--- src/rtl/vga_timing_if.sv ---
// Bundle of VGA raster-timing signals passed from the timing generator to
// the frame renderer and the DAC pins.
//   master : timing generator (drives everything)
//   slave  : consumers (renderer, pin logic)
interface vga_timing_if;
  logic       VGA_CLK;      // pixel clock, Clk/2
  logic       pix_en;       // high on the Clk cycle whose closing edge advances the counters
  logic [9:0] DrawX;        // current horizontal count
  logic [9:0] DrawY;        // current vertical count
  logic       VGA_HS;       // horizontal sync, active low, delayed
  logic       VGA_VS;       // vertical sync, active low, delayed
  logic       VGA_BLANK_N;  // high inside the visible area, delayed
  logic       VGA_SYNC_N;   // tied 0
  logic       frame_clk;    // undelayed registered vertical sync
  logic       line_start;   // one-Clk pulse after hc wraps to 0
  logic       frame_start;  // one-Clk pulse after hc and vc both wrap to 0

  modport master (
    output VGA_CLK, pix_en, DrawX, DrawY, VGA_HS, VGA_VS, VGA_BLANK_N,
           VGA_SYNC_N, frame_clk, line_start, frame_start
  );

  modport slave (
    input  VGA_CLK, pix_en, DrawX, DrawY, VGA_HS, VGA_VS, VGA_BLANK_N,
           VGA_SYNC_N, frame_clk, line_start, frame_start
  );
endinterface

--- src/rtl/vga_timing_gen.sv ---
// VGA raster timing generator.
// Divides the 50 MHz Clk by two into VGA_CLK, runs the pixel (hc) and line
// (vc) counters on the pixel-enable cycles, and derives the HS/VS/blank
// strobes. The strobes are registered once and then delayed by SYNC_DELAY
// more Clk stages so they reach the DAC alongside the renderer's colour.
// Ports:
//   Clk   : 50 MHz system clock
//   Reset : asynchronous, active-low reset
//   vga   : timing bundle (master side), see vga_timing_if
module vga_timing_gen #(
  parameter int H_VISIBLE  = 640,
  parameter int H_FP       = 16,
  parameter int H_SYNC     = 96,
  parameter int H_BP       = 48,
  parameter int V_VISIBLE  = 480,
  parameter int V_FP       = 10,
  parameter int V_SYNC     = 2,
  parameter int V_BP       = 33,
  parameter int SYNC_DELAY = 1
) (
  input  logic         Clk,
  input  logic         Reset,
  vga_timing_if.master vga
);

  localparam int H_TOTAL = H_VISIBLE + H_FP + H_SYNC + H_BP;
  localparam int V_TOTAL = V_VISIBLE + V_FP + V_SYNC + V_BP;

  localparam logic [9:0] H_LAST   = 10'(H_TOTAL - 1);
  localparam logic [9:0] V_LAST   = 10'(V_TOTAL - 1);
  localparam logic [9:0] H_VIS    = 10'(H_VISIBLE);
  localparam logic [9:0] V_VIS    = 10'(V_VISIBLE);
  localparam logic [9:0] HS_START = 10'(H_VISIBLE + H_FP);
  localparam logic [9:0] HS_END   = 10'(H_VISIBLE + H_FP + H_SYNC);
  localparam logic [9:0] VS_START = 10'(V_VISIBLE + V_FP);
  localparam logic [9:0] VS_END   = 10'(V_VISIBLE + V_FP + V_SYNC);

  generate
    if (SYNC_DELAY < 0 || SYNC_DELAY > 4) begin : g_bad_sync_delay
      $error("vga_timing_gen: SYNC_DELAY must be in 0..4");
    end
  endgenerate

  // Toggle flop: doubles as VGA_CLK and pix_en. Counters advance on the
  // edge that ends a cycle where it is high, i.e. on VGA_CLK's falling edge.
  logic vclk_q, vclk_d;

  logic [9:0] hc_q, hc_d;
  logic [9:0] vc_q, vc_d;

  // Stage 0 is the single registration of the raw strobe; stages
  // 1..SYNC_DELAY are the colour-path alignment delay.
  logic [SYNC_DELAY:0] hs_pipe_q, hs_pipe_d;
  logic [SYNC_DELAY:0] vs_pipe_q, vs_pipe_d;
  logic [SYNC_DELAY:0] bl_pipe_q, bl_pipe_d;

  logic line_start_q, line_start_d;
  logic frame_start_q, frame_start_d;

  logic hs_raw, vs_raw, blank_raw_n;

  always_comb begin
    vclk_d = ~vclk_q;

    hc_d = hc_q;
    vc_d = vc_q;
    if (vclk_q) begin
      if (hc_q == H_LAST) begin
        hc_d = '0;
        vc_d = (vc_q == V_LAST) ? '0 : vc_q + 10'd1;
      end else begin
        hc_d = hc_q + 10'd1;
      end
    end

    hs_raw      = !((hc_q >= HS_START) && (hc_q < HS_END));
    vs_raw      = !((vc_q >= VS_START) && (vc_q < VS_END));
    blank_raw_n = (hc_q < H_VIS) && (vc_q < V_VIS);

    hs_pipe_d    = hs_pipe_q;
    vs_pipe_d    = vs_pipe_q;
    bl_pipe_d    = bl_pipe_q;
    hs_pipe_d[0] = hs_raw;
    vs_pipe_d[0] = vs_raw;
    bl_pipe_d[0] = blank_raw_n;
    for (int i = 1; i <= SYNC_DELAY; i++) begin
      hs_pipe_d[i] = hs_pipe_q[i-1];
      vs_pipe_d[i] = vs_pipe_q[i-1];
      bl_pipe_d[i] = bl_pipe_q[i-1];
    end

    // Set on the same edge that loads hc (and vc) with 0.
    line_start_d  = vclk_q && (hc_q == H_LAST);
    frame_start_d = line_start_d && (vc_q == V_LAST);
  end

  always_ff @(posedge Clk or negedge Reset) begin
    if (!Reset) begin
      vclk_q        <= 1'b0;
      hc_q          <= '0;
      vc_q          <= '0;
      hs_pipe_q     <= '1;
      vs_pipe_q     <= '1;
      bl_pipe_q     <= '0;
      line_start_q  <= 1'b0;
      frame_start_q <= 1'b0;
    end else begin
      vclk_q        <= vclk_d;
      hc_q          <= hc_d;
      vc_q          <= vc_d;
      hs_pipe_q     <= hs_pipe_d;
      vs_pipe_q     <= vs_pipe_d;
      bl_pipe_q     <= bl_pipe_d;
      line_start_q  <= line_start_d;
      frame_start_q <= frame_start_d;
    end
  end

  assign vga.VGA_CLK     = vclk_q;
  assign vga.pix_en      = vclk_q;
  assign vga.DrawX       = hc_q;
  assign vga.DrawY       = vc_q;
  assign vga.VGA_HS      = hs_pipe_q[SYNC_DELAY];
  assign vga.VGA_VS      = vs_pipe_q[SYNC_DELAY];
  assign vga.VGA_BLANK_N = bl_pipe_q[SYNC_DELAY];
  assign vga.VGA_SYNC_N  = 1'b0;
  assign vga.frame_clk   = vs_pipe_q[0];
  assign vga.line_start  = line_start_q;
  assign vga.frame_start = frame_start_q;

endmodule

--- src/flat_wrapper.sv ---
// flat-port wrapper written by rule: the top's interface ports become plain ports
module vga_timing_gen_flat 
#(
  parameter int H_VISIBLE  = 640,
  parameter int H_FP       = 16,
  parameter int H_SYNC     = 96,
  parameter int H_BP       = 48,
  parameter int V_VISIBLE  = 480,
  parameter int V_FP       = 10,
  parameter int V_SYNC     = 2,
  parameter int V_BP       = 33,
  parameter int SYNC_DELAY = 1
)
  (Clk, Reset, vga_VGA_CLK, vga_pix_en, vga_DrawX, vga_DrawY, vga_VGA_HS, vga_VGA_VS, vga_VGA_BLANK_N, vga_VGA_SYNC_N, vga_frame_clk, vga_line_start, vga_frame_start);
  vga_timing_if vga_i ();
  input  logic Clk;
  input  logic Reset;
  output wire logic [$bits(vga_i.VGA_CLK)-1:0] vga_VGA_CLK;
  output wire logic [$bits(vga_i.pix_en)-1:0] vga_pix_en;
  output wire logic [$bits(vga_i.DrawX)-1:0] vga_DrawX;
  output wire logic [$bits(vga_i.DrawY)-1:0] vga_DrawY;
  output wire logic [$bits(vga_i.VGA_HS)-1:0] vga_VGA_HS;
  output wire logic [$bits(vga_i.VGA_VS)-1:0] vga_VGA_VS;
  output wire logic [$bits(vga_i.VGA_BLANK_N)-1:0] vga_VGA_BLANK_N;
  output wire logic [$bits(vga_i.VGA_SYNC_N)-1:0] vga_VGA_SYNC_N;
  output wire logic [$bits(vga_i.frame_clk)-1:0] vga_frame_clk;
  output wire logic [$bits(vga_i.line_start)-1:0] vga_line_start;
  output wire logic [$bits(vga_i.frame_start)-1:0] vga_frame_start;
  assign vga_VGA_CLK = vga_i.VGA_CLK;
  assign vga_pix_en = vga_i.pix_en;
  assign vga_DrawX = vga_i.DrawX;
  assign vga_DrawY = vga_i.DrawY;
  assign vga_VGA_HS = vga_i.VGA_HS;
  assign vga_VGA_VS = vga_i.VGA_VS;
  assign vga_VGA_BLANK_N = vga_i.VGA_BLANK_N;
  assign vga_VGA_SYNC_N = vga_i.VGA_SYNC_N;
  assign vga_frame_clk = vga_i.frame_clk;
  assign vga_line_start = vga_i.line_start;
  assign vga_frame_start = vga_i.frame_start;
  vga_timing_gen #(.H_VISIBLE(H_VISIBLE), .H_FP(H_FP), .H_SYNC(H_SYNC), .H_BP(H_BP), .V_VISIBLE(V_VISIBLE), .V_FP(V_FP), .V_SYNC(V_SYNC), .V_BP(V_BP), .SYNC_DELAY(SYNC_DELAY)) u_core (.Clk(Clk), .Reset(Reset), .vga(vga_i));
endmodule
--- config.mk ---
export PLATFORM = sky130hd
export DESIGN_NAME = vga_timing_gen_flat
export DESIGN_NICKNAME = d
export VERILOG_FILES = /design/src/rtl/vga_timing_if.sv /design/src/rtl/vga_timing_gen.sv /design/src/flat_wrapper.sv
export SDC_FILE = /design/constraint.sdc
export NUM_CORES = 1
export LEC_CHECK = 0
export BUFFER_PORTS_ARGS = -buffer_cell sky130_fd_sc_hd__buf_4
export CAP_MARGIN = 10
export CORE_MARGIN = 1
export CORE_UTILIZATION = 30
export DETAILED_ROUTE_END_ITERATION = 12
export GPL_TIMING_DRIVEN = 0
export PLACE_DENSITY_LB_ADDON = 0.2
export SETUP_SLACK_MARGIN = 0.1
export SLEW_MARGIN = 15
export SYNTH_ARGS = -nofsm -noshare
export SYNTH_HDL_FRONTEND = slang
export SYNTH_SLANG_ARGS = --single-unit
--- constraint.sdc ---
create_clock -name Clk -period 2.2 [get_ports Clk]
set_input_delay 0 -clock Clk [delete_from_list [all_inputs] [get_ports Clk]]
set_output_delay 0 -clock Clk [all_outputs]
set_load 0.1 [all_outputs]
==> results by group, run 1 <==
Timing
  • Fin. max-slew vios: 0
  • Endpoints failing setup: 0
  • Final hold vios: 0
  • Min Hold Slack: 181.8 ps
  • Final min period: about 1900 ps
  • Fin Clk Skew: between 8 and 9 ps
  • RSZ-0062 raised after global routing: false
  • Final period util: between 80 and 90%
  • Setup TNS: 0 ps
  • Fmax achieved: approximately 0.53 GHz

Synth
  • Xor-xnor portion of the synthesized cell area: just over 7%
  • Warnings from Yosys: 0
  • Largest area contributor in the netlist: dfrtp_1
  • Mean Syn Cell Area: between 10 and 15 um^2
  • Synth Area in Simple Gates: around 22%
  • Distinct cells, synth: 30
  • Top cells by area, synth: dfrtp_1 47%, dfstp_2 7.8%, xnor2_1 4.6%, nand3_1 4.1%, ha_1 3.7%
  • Mux share of post-synthesis cell area: 2.241%
  • Synth Area in Compound Gates: ~3.6%
  • Post-synth top area share: a little under half
  • Sequential-to-total area share from yosys stat: between 50 and 60%
  • Syn_nets: ~130
  • Largest family of logic cells by synthesized area: simple AND/OR/NAND/NOR gates
  • Post-Syn Instances: ~130
  • Synth Cell Area: roughly 0.0013 mm^2
  • Seq cells post-synth: 29
  • Synth Area in Adders: about 3.7%

Clock network
  • CTS Buffer Depth: 2
  • CTS Root Buffer Type: clkbuf_8
  • Post-CTS Setup Inserts: 0
  • Sink Count: 29
  • Post-cts resize count: 0
  • Max H-tree Level: 2
  • Post-CTS Hold Fix Bufs: 1
  • Clock transition at the registers of the reported paths: ~70 ps
  • Total CTS buffers: 5
  • Clk Latency, worst-skew pair: 280 ps
  • CTS tree: yes

Die
  • Core Rows: 23
  • IO Pins: 31
  • Die ar.: between 0.004 and 0.005 mm^2
  • Core area: just over 0.004 mm^2
  • Die Wd: 68.84 um
  • Die height: 68.84 um
  • Initial Utilization: between 30 and 40%

Routing
  • Vias: about 1,000
  • Post-Route WL: 2746 um
  • Drt first pass iters: 4
  • DR iter-0 viols: 42
  • Number of vias per cell: slightly below 5
  • ANT nets after route: 0
  • Drc violations: 0
  • WL per Instance: approximately 13 um

Cells and area
  • Register area: roughly 750 um^2
  • Diodes inserted: 0
  • Filler cells: approximately 410
  • Most frequent cells in the layout: 31 x buf_4, 14 x dfrtp_1, 11 x inv_1, 11 x nand3_1, 10 x nand2_1
  • Layout cell share with drive strength beyond 1: between 30% and 40%
  • Nets: approximately 170
  • Finished Cell Area: 0.001768 mm^2
  • Area occupied by multi-input gates: roughly 540 um^2
  • Most common cell after layout, fill and taps aside: buf_4
  • Area Overhead vs Synth: 31.93%

Place
  • GPL Wtd Cong: roughly 0.8
  • I/O Buffers: 29
  • DP HPWL: between 1500 and 2000 um
  • Area after DPL: 0.001657 mm^2

Worst setup path
  • CP Max Fanout: 9
  • Startpoint types: flip-flop
  • CP Capture Type: flip-flop
  • Kind of critical path: reg -> reg
  • Crit path arrival time: approximately 2100 ps
  • Worst reg2reg path depth: 6
  • Critical path data required time: roughly 2400 ps

GRT
  • Initial antenna violation count: 0
  • Gr usage total: 13.29%
  • Vias in the first global route: 987
  • Gr ovfl total: 0
  • First-pass GRT wire length: roughly 4400 um
  • Maximum number of pins on one net before global-route repair: 30

Pwr
  • Worst VDD drop: 0.2482 mV
  • Static Leak: 0.7995 nW
  • PD cells: between 500 and 600 mW/mm^2

Outcome
  • Outcome: completed

Run
  • Max-Cap Viols: 0

Worst hold path
  • Worst min path class: in -> async
power by group:
| part | switching (mW) | total [mW] | internal [mW] |
|---|---|---|---|
| combinational | 0.0178 | 0.0214 | 0.00357 |
| sequential | 0 | 0.534 | 0.534 |
| clock | 0.198 | 0.480 | 0.282 |
| total | 0.216 | 1.03 | 0.819 |
flip-flops by register name (all words and copies together) (netlist names):
signal / cells
u_core.hs_pipe_q: 2
u_core.vga.line_start: 1
u_core.bl_pipe_q: 2
u_core.vga.DrawX: 10
u_core.vga.DrawY: 10
u_core.vga.frame_start: 1
u_core.vs_pipe_q: 2
u_core.vga.VGA_CLK: 1
cell usage after synthesis:
library cell	count
a21oi_1	2
and3_1	3
and4_1	2
and4_2	1
buf_2	2
buf_4	2
buf_6	1
clkbuf_2	1
conb_1	1
dfrtp_1	25
dfstp_2	4
ha_1	4
inv_1	11
mux2i_1	3
nand2_1	10
nand3_1	11
nand4_1	7
nand4b_1	1
nand4bb_1	1
nor2_1	9
nor3_1	4
nor4b_1	2
nor4bb_1	1
o21ai_0	5
o21ai_1	1
o311ai_0	1
or3_1	1
or4_1	1
xnor2_1	7
xor2_1	4
per-stage QoR:
stage                     util, %  setup WS, ps  total power, mW  instances
after global routing        42.66         209.0            1.079        216
final                       42.66         299.9            1.035        216
after CTS                   42.66         294.7            1.052        216
after detailed placement    39.98         336.3           0.5644        207
after floorplan                 -         148.6           0.5522        128
after global placement      39.98         339.8           0.5639        207
area by class of cell:
cell class / instances / share of cell area [%]
repair buffers: 30 / 12.88
clock inverters: 1 / 0.2831
inverters: 11 / 2.335
flip-flops and latches: 29 / 42.68
clock buffers: 7 / 5.449
plain buffers: 6 / 2.335
multi-input cells: 82 / 30.50
well taps: 50 / 3.539
per-layer routing:
layer	GRT usage [%]	up-vias	part of all wire (%)
li1	-	507	-
met4	6.122	0	1.9
met5	0	-	0
met2	21.08	19	48
met1	15.63	508	45
met3	5.428	5	5.1
cell families (layout without fill, tap and decap cells):
| kind of cell | count (synthesis) | in the layout |
|---|---|---|
| xor gates and xnor gates | 11 | 11 |
| adders and majority gates | 4 | 4 |
| AOI/OAI and AO/OA | 9 | 9 |
| other | 1 | 1 |
| buffers and inverters | 17 | 55 |
| DFF | 29 | 29 |
| and+or+nand+nor | 54 | 54 |
| muxes | 3 | 3 |
worst max-delay path, stage by stage (launching register included):
cell,delay [ps]
dfrtp_4,450
ha_4,150
nand4bb_1,120
or3_1,370
buf_6,150
or4_1,500
o21ai_1,90
worst paths after layout:
path,startpoint,end,slack [ps]
setup / recovery,u_core.vga.DrawX[1],u_core.vga.DrawY[9],300
hold / removal,Reset,u_core.vga.DrawX[4],180
setup reg to reg,u_core.vga.DrawX[1],u_core.vga.DrawY[9],300
hold reg to reg,u_core.bl_pipe_q[0],u_core.bl_pipe_q[1],350
max in group asynchronous,Reset,u_core.vs_pipe_q[0],1700
min in group Clk,u_core.bl_pipe_q[0],u_core.bl_pipe_q[1],350
No activity file was read; power rests on OpenSTA's default activity.
==> inputs of run 2 (changes only) <==
- ABC_AREA: not set -> 1
==> results by group, run 2 <==
Outcome
  • Outcome: completed (unchanged)

Cells and area
  • Filler cells: 523 (was 411)
  • Most frequent cells in the layout: 36 x nand2_1, 32 x buf_4, 25 x inv_1, 25 x dfrtp_1, 23 x nor2_1 (was 31 x buf_4, 14 x dfrtp_1, 11 x inv_1, 11 x nand3_1, 10 x nand2_1)
  • Area occupied by multi-input gates: 656.9 um^2 (was 539.3 um^2)
  • Layout cell share with drive strength beyond 1: 26.22% (was 36.14%)
  • Area Overhead vs Synth: 25.51% (was 31.93%)
  • Register area: 730.7 um^2 (was 754.5 um^2)
  • Nets: 230 (was 171)
  • Most common cell after layout, fill and taps aside: nand2_1 (was buf_4)
  • Diodes inserted: 0 (unchanged)
  • Finished Cell Area: 0.001927 mm^2 (was 0.001768 mm^2)

Synth
  • Ys flop type: dfrtp_1 (unchanged)
  • Syn_nets: 193 (was 134)
  • Seq cells post-synth: 29 (unchanged)
  • Warnings from Yosys: 0 (unchanged)
  • Top cells by count, synth: 36 x nand2_1, 25 x dfrtp_1, 25 x inv_1 (was 25 x dfrtp_1, 11 x inv_1, 11 x nand3_1)
  • Count leader, synth: nand2_1 (was dfrtp_1)
  • Distinct cells, synth: 28 (was 30)
  • Synth Cell Area: 0.001535 mm^2 (was 0.001340 mm^2)
  • Top cells by area, synth: dfrtp_1 41%, nand2_1 8.8%, dfstp_2 6.8%, inv_1 6.1%, nor2_1 5.6% (was dfrtp_1 47%, dfstp_2 7.8%, xnor2_1 4.6%, nand3_1 4.1%, ha_1 3.7%)
  • Fraction of registers with async set/reset: 100.0% (unchanged)
  • Mean Syn Cell Area: 8.210 um^2 (was 10.47 um^2)
  • Post-synth top area share: 40.75% (was 46.69%)
  • EDFF count, synth: 0 (unchanged)
  • Post-Syn Instances: 187 (was 128)
  • Largest area contributor in the netlist: dfrtp_1 (unchanged)
  • Sequential-to-total area share from yosys stat: 47.60% (was 54.53%)

Timing
  • Fin Clk Skew: 7.520 ps (was 8.111 ps)
  • Fmax achieved: 0.6387 GHz (was 0.5263 GHz)
  • Final hold vios: 0 (unchanged)
  • Setup TNS: 0 ps (unchanged)
  • Fin. max-slew vios: 0 (unchanged)
  • Endpoints failing setup: 0 (unchanged)
  • Final min period: 1566 ps (was 1900 ps)
  • Final period util: 71.17% (was 86.37%)
  • RSZ-0062 raised after global routing: false (unchanged)

Worst setup path
  • Reg2reg setup slack: 630 ps (was 300 ps)
  • Critical path's largest stage delay: 480 ps (was 500 ps)
  • CP dominant cell by count: nor2_1
  • Kind of critical path: reg -> reg (unchanged)
  • Startpoint types: flip-flop (unchanged)
  • CP Max Fanout: 9 (unchanged)
  • Crit path arrival time: 1730 ps (was 2100 ps)
  • Critical path depth: 7 (was 6)
  • Delay-heaviest family, CP: flip-flops (was simple AND/OR/NAND/NOR gates)
  • Critical path data required time: 2360 ps (was 2400 ps)
  • Slowest-stage cell, CP: dfrtp_1 (was or4_1)
  • Worst Path Buf+Inv: 1 (unchanged)
  • CP Cell Sequence: inv_1, ha_1, nand2_1, nor2_1, nand3_1, a21oi_1, nor2_1 (was ha_4, nand4bb_1, or3_1, buf_6, or4_1, o21ai_1)
  • Worst reg2reg path depth: 7 (was 6)
  • CP Capture Type: flip-flop (unchanged)

GRT
  • First-pass GRT wire length: 5451 um (was 4429 um)
  • Vias in the first global route: 1,173 (was 987)
  • Gr usage total: 13.34% (was 13.29%)
  • Initial antenna violation count: 0 (unchanged)
  • Gr ovfl total: 0 (unchanged)
  • Maximum number of pins on one net before global-route repair: 30 (unchanged)

Die
  • Die height: 73.54 um (was 68.84 um)
  • Initial Utilization: 31.87% (was 32.34%)
  • Die ar.: 0.005407 mm^2 (was 0.004738 mm^2)
  • IO Pins: 31 (unchanged)
  • Core Rows: 25 (was 23)
  • Die Wd: 73.54 um (was 68.84 um)
  • Core area: 0.004817 mm^2 (was 0.004144 mm^2)

Place
  • I/O Buffers: 29 (unchanged)
  • GPL Wtd Cong: 0.7740 (was 0.8036)
  • Area after DPL: 0.001837 mm^2 (was 0.001657 mm^2)
  • DP HPWL: 2322 um (was 1964 um)

Clock network
  • Clock transition at the registers of the reported paths: 60 ps (was 70 ps)
  • Total CTS buffers: 5 (unchanged)
  • CTS Buffer Depth: 2 (unchanged)
  • CTS Root Buffer Type: clkbuf_8 (unchanged)
  • Post-CTS Setup Inserts: 0 (unchanged)
  • Sink Count: 29 (unchanged)
  • Max H-tree Level: 2 (unchanged)
  • Post-cts resize count: 0 (unchanged)
  • Clk Latency, worst-skew pair: 280 ps (about the same)
  • CTS tree: yes (unchanged)
  • Post-CTS Hold Fix Bufs: 1 (unchanged)

Routing
  • Drt first pass iters: 4 (unchanged)
  • Number of vias per cell: 4.322 (was 4.810)
  • ANT nets after route: 0 (unchanged)
  • WL per Instance: 11.06 um (was 12.71 um)
  • DR iter-0 viols: 57 (was 42)
  • Drc violations: 0 (unchanged)
  • Post-Route WL: 3229 um (was 2746 um)
  • Vias: 1,262 (was 1,039)

Pwr
  • PD cells: 505.0 mW/mm^2 (was 585.4 mW/mm^2)
  • Worst VDD drop: 0.1719 mV (was 0.2482 mV)
  • Total power: 0.9730 mW (was 1.035 mW)
  • Static Leak: 0.9365 nW (was 0.7995 nW)

Worst hold path
  • Worst min path class: in -> async (unchanged)

Run
  • Max-Cap Viols: 0 (unchanged)
## run 2: final cells by class
cell class | count | share of cell area (%)
flip-flops and latches | 29 | 37.92
multi-input cells | 125 | 34.09
repair buffers | 30 | 11.82
inverters | 27 | 5.390
well taps | 67 | 4.351
clock buffers | 8 | 4.156
plain buffers | 6 | 2.273
## run 2: report_power, final
group / total [mW] / switching [mW] / leakage, nW / internal [mW]
Sequential: 0.534 / 0 / 0.367 / 0.534
Combinational: 0.0216 / 0.0180 / 0.530 / 0.00357
Clock: 0.418 / 0.193 / 0.0395 / 0.224
## run 2: cell families (layout without fill, tap and decap cells)
| kind of cell | count (synthesis) | count (layout) | share of synthesized area, % |
|---|---|---|---|
| AOI/OAI and AO/OA | 14 | 14 | 4.727 |
| adders and majority gates | 4 | 4 | 3.260 |
| other | 1 | 1 | 0.2443 |
| DFF | 29 | 29 | 47.60 |
| xor gates and xnor gates | 3 | 3 | 1.712 |
| and+or+nand+nor | 103 | 103 | 32.84 |
| buffers and inverters | 33 | 71 | 9.617 |
## run 2: metrics by stage
stage	std cells	utilization [%]	hold WS (ps)	setup slack (ps)
floorplan	187	-	-295.6	170.0
global placement	283	38.13	-49.24	654.9
detailed placement	283	38.13	-46.33	653.0
CTS	292	40.00	193.1	617.8
global route	292	40.00	224.8	382.3
finish	292	40.00	185.0	634.3
## run 2: per-layer routing
metal	global-route usage, %	wire length (um)	share of wire (%)
met1	17.60	1565	48
met2	20.69	1489	46
met3	3.704	146	4.5
met4	5.128	27	0.84
met5	0	0	0
## run 2: worst paths after layout
check / start / end
worst min-delay path: Reset / u_core.vga.DrawX[2]
worst max-delay path: u_core.vga.DrawY[0] / u_core.vga.DrawY[3]
worst max register to register: u_core.vga.DrawY[0] / u_core.vga.DrawY[3]
max in group asynchronous: Reset / u_core.hs_pipe_q[1]
worst min register to register: u_core.bl_pipe_q[0] / u_core.bl_pipe_q[1]
min in group Clk: u_core.bl_pipe_q[0] / u_core.bl_pipe_q[1]
==> inputs of run 3 (changes only) <==
- clock period: 2.2 -> 1.6 ns (I/O delays scaled with it)
==> results by group, run 3 (synthesis gave the netlist of run 2 again) <==
Timing
  • Min Hold Slack: 180.7 ps (was 185.0 ps)
  • Final period util: 87.70% (was 71.17%)
  • Setup TNS: 0 ps (unchanged)
  • Final min period: 1403 ps (was 1566 ps)
  • Final hold vios: 0 (unchanged)
  • Endpoints failing setup: 0 (unchanged)
  • Fin Clk Skew: 7.290 ps (was 7.520 ps)
  • Setup slack after layout: 196.8 ps (was 634.3 ps)
  • RSZ-0062 raised after global routing: true (was false)
  • Fin. max-slew vios: 0 (unchanged)
  • Fmax achieved: 0.7127 GHz (was 0.6387 GHz)

Pwr
  • Static Leak: 0.9155 nW (was 0.9365 nW)
  • Worst VDD drop: 0.3008 mV (was 0.1719 mV)
  • Total power: 1.335 mW (was 0.9730 mW)
  • PD cells: 650.1 mW/mm^2 (was 505.0 mW/mm^2)

Worst hold path
  • Worst min path class: in -> async (unchanged)

Routing
  • WL per Instance: 10.97 um (was 11.06 um)
  • Drt first pass iters: 4 (unchanged)
  • Drc violations: 0 (unchanged)
  • Vias: 1,262 (unchanged)
  • Number of vias per cell: 4.293 (was 4.322)
  • Post-Route WL: 3224 um (was 3229 um)
  • ANT nets after route: 0 (unchanged)
  • DR iter-0 viols: 67 (was 57)

Place
  • GPL Wtd Cong: 0.7657 (was 0.7740)
  • DP HPWL: 2361 um (was 2322 um)
  • I/O Buffers: 29 (unchanged)
  • Pre-CTS setup slack: 119.5 ps (was 653.0 ps)
  • Area after DPL: 0.001929 mm^2 (was 0.001837 mm^2)
  • Placed Instances: 283 (unchanged)

GRT
  • Maximum number of pins on one net before global-route repair: 30 (unchanged)
  • Initial antenna violation count: 0 (unchanged)
  • Gr ovfl total: 0 (unchanged)
  • First-pass GRT wire length: 5485 um (was 5451 um)
  • Gr usage total: 13.68% (was 13.34%)
  • Vias in the first global route: 1,186 (was 1,173)

Worst setup path
  • Slowest-stage cell, CP: dfrtp_4 (was dfrtp_1)
  • Startpoint types: flip-flop (unchanged)
  • Crit path arrival time: 1560 ps (was 1730 ps)
  • CP Max Fanout: 8 (was 9)
  • Kind of critical path: reg -> reg (unchanged)
  • CP Cell Sequence: ha_4, inv_2, nor2_4, nand4_2, nor3_1, nor2_1 (was inv_1, ha_1, nand2_1, nor2_1, nand3_1, a21oi_1, nor2_1)
  • CP Capture Type: flip-flop (unchanged)
  • Critical path's largest stage delay: 450 ps (was 480 ps)
  • Critical path data required time: 1760 ps (was 2360 ps)

Cells and area
  • Most common cell after layout, fill and taps aside: nand2_1 (unchanged)
  • Final non-filler cell total: 294 (was 292)
  • Diodes inserted: 0 (unchanged)
  • Layout cell share with drive strength beyond 1: 40.09% (was 26.22%)
  • Finished Cell Area: 0.002053 mm^2 (was 0.001927 mm^2)
  • Most frequent cells in the layout: 36 x nand2_1, 33 x buf_4, 22 x inv_1, 22 x nor2_1, 16 x nand3_1 (was 36 x nand2_1, 32 x buf_4, 25 x inv_1, 25 x dfrtp_1, 23 x nor2_1)
  • Nets: 232 (was 230)
  • Final core utilization: 42.62% (was 40.00%)
  • Area Overhead vs Synth: 33.74% (was 25.51%)

Run
  • Max-Cap Viols: 0 (unchanged)

Clock network
  • Max H-tree Level: 2 (unchanged)
  • Clock transition at the registers of the reported paths: 60 ps (about the same)
  • Total CTS buffers: 5 (unchanged)
  • Sink Count: 29 (unchanged)
  • CTS tree: yes (unchanged)
  • Clk Latency, worst-skew pair: 280 ps (about the same)
  • CTS Buffer Depth: 2 (unchanged)
  • CTS Root Buffer Type: clkbuf_8 (unchanged)

Outcome
  • Outcome: completed (unchanged)

Die
  • IO Pins: 31 (unchanged)
  • Die ar.: 0.005407 mm^2 (unchanged)
  • Die height: 73.54 um (unchanged)
  • Core Rows: 25 (unchanged)
  • Die Wd: 73.54 um (unchanged)
  • Initial Utilization: 31.87% (unchanged)
  • Core area: 0.004817 mm^2 (unchanged)
-- run 3: cell types whose count changed in the layout (fill, tap and decap cells not counted), sizes merged --
cell  change
buf       +2
-- run 3: critical path: cells and delay by family (launching register included) --
family	cells	cell delay [ps]
buffers and inverters	1	50
flip-flops	1	450
adder cells (fa/ha/maj)	1	150
AND/OR/NAND/NOR	4	650
-- run 3: layout make-up --
type / instances / area (um^2)
fillers: 512 / 2764
multi-input cells: 125 / 695.7
well taps: 67 / 83.83
repair buffers: 32 / 242.7
flip-flops and latches: 29 / 782.0
clock buffers: 8 / 80.08
plain buffers: 6 / 65.06
inverters: 27 / 103.9
-- run 3: per-layer routing --
metal	share of wire (%)	wire (um)	up-vias	track usage (%)
li1	-	-	670	-
met1	50	1598	565	18.18
met2	45	1466	22	20.90
met3	3.3	105	5	4.115
met4	1.6	53	0	5.128
met5	0	0	-	0
-- run 3: timing repair --
action	CTS	global route
pin swaps	1	1
endpoints found under the setup margin	1	10
gates resized for setup	0	6
setup buffers	0	2
endpoints found under the hold margin	29	0
hold buffers	1	0
-- run 3: final timing paths --
kind	start	to	slack, ps	depth (start not counted)
max	u_core.vga.DrawX[1]	u_core.vga.DrawY[7]	200	6
min reg2reg	u_core.bl_pipe_q[0]	u_core.bl_pipe_q[1]	350	0
min in group Clk	u_core.bl_pipe_q[0]	u_core.bl_pipe_q[1]	350	0
min	Reset	u_core.vga.DrawX[2]	180	2
max reg2reg	u_core.vga.DrawX[1]	u_core.vga.DrawY[7]	200	6
max in group asynchronous	Reset	u_core.vs_pipe_q[0]	1100	2
-- run 3: power breakdown --
part | total (mW) | switching, mW | leakage, nW | internal (mW)
clock | 0.572 | 0.264 | 0.0395 | 0.308
sequential | 0.733 | 0 | 0.334 | 0.733
combinational | 0.0293 | 0.0244 | 0.542 | 0.00491
